## src/rtl/pipe_stage_buf.sv

```systemverilog
// pipe_stage_buf: valid/ready pipeline register with flush-to-bubble and a saturating stall counter.
// Optional PIPE_SKID_EN adds one skid entry so in_ready no longer depends on out_ready.
module pipe_stage_buf #(
  parameter int               WIDTH      = 41,
  parameter logic [WIDTH-1:0] BUBBLE_VAL = '0,
  parameter int               CNT_W      = 16
) (
  input  logic             clk,
  input  logic             reset,
  input  logic             in_valid,
  output logic             in_ready,
  input  logic [WIDTH-1:0] in_data,
  output logic             out_valid,
  input  logic             out_ready,
  output logic [WIDTH-1:0] out_data,
  input  logic             flush,
  output logic [CNT_W-1:0] stall_cnt
);

  localparam logic [CNT_W-1:0] CNT_MAX = '1;
  localparam logic [CNT_W-1:0] CNT_ONE = {{(CNT_W-1){1'b0}}, 1'b1};

  logic             r_out_valid;
  logic [WIDTH-1:0] r_out_data;
  logic [CNT_W-1:0] r_stall_cnt;
  logic             w_in_ready;
  logic             w_accept;
  logic             w_consume;

  assign w_accept  = in_valid & w_in_ready;
  assign w_consume = r_out_valid & out_ready;

  // Counter is deliberately untouched by flush so stall statistics survive redirects.
  always_ff @(posedge clk or negedge reset) begin
    if (!reset) begin
      r_stall_cnt <= '0;
    end else if (r_out_valid && !out_ready && (r_stall_cnt != CNT_MAX)) begin
      r_stall_cnt <= r_stall_cnt + CNT_ONE;
    end
  end

`ifdef PIPE_SKID_EN
  logic             r_skid_valid;
  logic [WIDTH-1:0] r_skid_data;

  assign w_in_ready = ~r_skid_valid & ~flush;

  // Skid only fills while the main register is stalled, so it is always the younger entry.
  always_ff @(posedge clk or negedge reset) begin
    if (!reset) begin
      r_out_valid  <= 1'b0;
      r_out_data   <= BUBBLE_VAL;
      r_skid_valid <= 1'b0;
      r_skid_data  <= BUBBLE_VAL;
    end else if (flush) begin
      r_out_valid  <= 1'b0;
      r_out_data   <= BUBBLE_VAL;
      r_skid_valid <= 1'b0;
    end else if (w_consume && r_skid_valid) begin
      r_out_data   <= r_skid_data;
      r_skid_valid <= 1'b0;
    end else if (w_accept && r_out_valid && !out_ready) begin
      r_skid_data  <= in_data;
      r_skid_valid <= 1'b1;
    end else if (w_accept) begin
      r_out_data  <= in_data;
      r_out_valid <= 1'b1;
    end else if (w_consume) begin
      r_out_valid <= 1'b0;
    end
  end
`else
  assign w_in_ready = (~r_out_valid | out_ready) & ~flush;

  always_ff @(posedge clk or negedge reset) begin
    if (!reset) begin
      r_out_valid <= 1'b0;
      r_out_data  <= BUBBLE_VAL;
    end else if (flush) begin
      r_out_valid <= 1'b0;
      r_out_data  <= BUBBLE_VAL;
    end else if (w_accept) begin
      r_out_data  <= in_data;
      r_out_valid <= 1'b1;
    end else if (w_consume) begin
      r_out_valid <= 1'b0;
    end
  end
`endif

  assign in_ready  = w_in_ready;
  assign out_valid = r_out_valid;
  assign out_data  = r_out_data;
  assign stall_cnt = r_stall_cnt;

endmodule

```

## config.mk

```make
export PLATFORM = sky130hd
export DESIGN_NAME = pipe_stage_buf
export DESIGN_NICKNAME = d
export VERILOG_FILES = /design/src/rtl/pipe_stage_buf.sv
export SDC_FILE = /design/constraint.sdc
export NUM_CORES = 1
export LEC_CHECK = 0
export ABC_AREA = 0
export BUFFER_PORTS_ARGS = -buffer_cell sky130_fd_sc_hd__buf_2
export CAP_MARGIN = 40
export CORE_MARGIN = 4
export CORE_UTILIZATION = 51
export DETAILED_ROUTE_END_ITERATION = 10
export PLACE_DENSITY_LB_ADDON = 0.3
export SETUP_SLACK_MARGIN = 0.15
export SLEW_MARGIN = 20
export SYNTH_ARGS = -nofsm -noshare
export SYNTH_HDL_FRONTEND = slang
export SYNTH_SLANG_ARGS = --single-unit
```

## constraint.sdc

```tcl
create_clock -name clk -period 4.25 [get_ports clk]
set_clock_uncertainty 0.2 [all_clocks]
set_input_delay 0.85 -clock clk [delete_from_list [all_inputs] [get_ports clk]]
set_output_delay 0.85 -clock clk [all_outputs]
set_load 0.05 [all_outputs]
```

==> run metrics <==
R2R cell count=4; initial antenna violation count=0; Chip Height=77.9 um; Reg-to-Reg End=stall_cnt[1]$_DFFE_PN0P_; FF-to-FF setup slack=2210 ps; Routed WL=~6 mm; Synth warnings=0; actual slew at the worst max-slew pin=around 670 ps; Critical Path Source Type=input port; Synth Area in Simple Gates=0.328; Vias=2,194; relative slew slack=0.551; distinct cell type count after synthesis=21; Fin Setup TNS=0 ps; most common cell after layout, fill and taps aside=buf_2; gate count after technology mapping=250; initial drt markers=113; Ports=105; status=finished, final reports clean; Reg clk slew, reported paths=60 ps; min cycle time layout=2710 ps; Resized cells post-CTS=0; CTS buffer count=9; Synth Area per Inst=9.96 um^2; number of max-slew violations in the final report=0; layout cells sized above 1=0.347; Core ar.=0.00472 mm^2; antenna fix cells=0; total power=roughly 1.5 mW; hold buffer count at cts=0; DR vias/cell=between 5 and 6; max cap viols=0; IO Port Bufs=104; f_max=369 MHz; layout net count=403; Pleak=1.85 nW; HP Class=in -> async; first-pass GRT wire length=10.1 mm; power per cell area=roughly 470 mW/mm^2; compound-cell area share of the yosys netlist=0.00452; most frequent cells in the layout=buf_2 (104), nand2_1 (88), dfrtp_1 (58), nand3b_1 (42), clkbuf_8 (12); maximum vdd drop=0.275 mV; main combinational cell family by area after synthesis=simple AND/OR/NAND/NOR gates; Critical Path RT=~3200 ps; P&R area growth vs syn=32.3%; Root Driver=clkbuf_8; Synth Area in Adders=0.00502; Overall Global Routing Usage=0.212; CP Max Fanout=45; clk sinks=just under 60; routed len/inst=14.1 um; register bit total from synthesis=58; final hold violations=0; # rows=25; vias in the first global route=2,222; Post-Syn Area=0.00249 mm^2; Final Cycle Share=0.637; largest net degree at the start of global routing=46; width of the die=77.9 um; drt drc=0; FF-to-FF Start=stall_cnt[0]$_DFFE_PN0P_; crit path DAT=1660 ps; proportion of synthesized area in mux cells=0.00904; grt total ovfl=0; Critical Path End Type=output pin; TritonCTS clock tree=yes; Initial Util=0.527; Mapped Nets=297; post-route ant nets=0; fillcell total=392; Max Root-Sink Buffers=2; final RePlAce weighted congestion=0.760; register area share after synthesis=0.583; final setup fails=0; DP HPWL=4.25 mm; die footprint=approximately 0.0061 mm^2; H-tree Lvls=3; critical setup path kind=in -> out; xor/xnor share of the synthesized area=0.0492; Post-CTS Setup Bufs=0; clk_lat worst skew=320 ps; RSZ-0062 raised after global routing=no; first drt pass iteration count=4
## cell usage after synthesis
cell type / instances / area (um^2)
dfrtp_1: 58 / 1450
o41a_1: 1 / 11.3
mux2_2: 2 / 22.5
nor2_1: 5 / 18.8
nand3b_1: 42 / 315
nor3_1: 2 / 10.0
nand3_1: 6 / 30.0
clkbuf_1: 12 / 45.0
and4_1: 2 / 17.5
ha_1: 1 / 12.5
xor2_1: 4 / 35.0
and3_1: 1 / 6.26
nand4_1: 7 / 43.8
buf_2: 1 / 5.00
nor3b_1: 1 / 7.51
xnor2_1: 10 / 87.6
nand2b_1: 2 / 12.5
nor2b_1: 1 / 6.26
inv_1: 1 / 3.75
nor4_1: 3 / 18.8
nand2_1: 88 / 330
## critical path, stage by stage
cell and delay [ps]:
buf_2 470, nor2_1 100, buf_2 230
## worst max-delay path by stage
stage                     startpoint  endpoint  slack (ps)
final                          flush  in_ready        1540
after detailed placement       flush  in_ready        1560
after floorplan                flush  in_ready        1540
after global routing           flush  in_ready        1440
after CTS                      flush  in_ready        1550
after global placement         flush  in_ready        1540
## flip-flops by register name (all words and copies together) (netlist names)
name       flops
out_data      41
stall_cnt     16
out_valid      1
## kinds of logic (layout without fill, tap and decap cells)
logic type                 after synthesis  in the layout
and+or+nand+nor                        160            160
DFF                                     58             58
xor gates and xnor gates                14             14
buffers and inverters                   14            124
muxes                                    2              2
adders and majority gates                1              1
AOI/OAI and AO/OA                        1              1
## layer usage
metal  part of all wire  track usage
met2               0.47        0.339
met3              0.069       0.0545
met5                  0            0
met1               0.44        0.270
met4              0.023       0.0962
## area by class of cell
class,count,area (um^2),share of cell area
tap,67,83.8,0.0254
clock buffer,13,169,0.0512
inverter,1,3.75,0.00114
timing repair buffer,108,563,0.171
sequential,58,1450,0.440
multi-input combinational,178,991,0.301
clock inverter,2,35.0,0.0106
## where the power goes
group          switching, mW  internal (mW)
sequential            0.0515          0.604
clock                  0.197          0.315
combinational          0.274         0.0952
## metrics by stage
step	worst slack (ps)	instances	utilization	instance area, um^2	hold slack, ps
floorplan	1540	250	-	2490	354
global placement	1540	411	0.651	3070	281
detailed placement	1560	412	0.655	3090	292
CTS	1550	427	0.698	3300	231
global route	1440	427	0.698	3300	246
finish	1540	427	0.698	3300	233
Note: power is estimated with default switching activity, not from simulation.
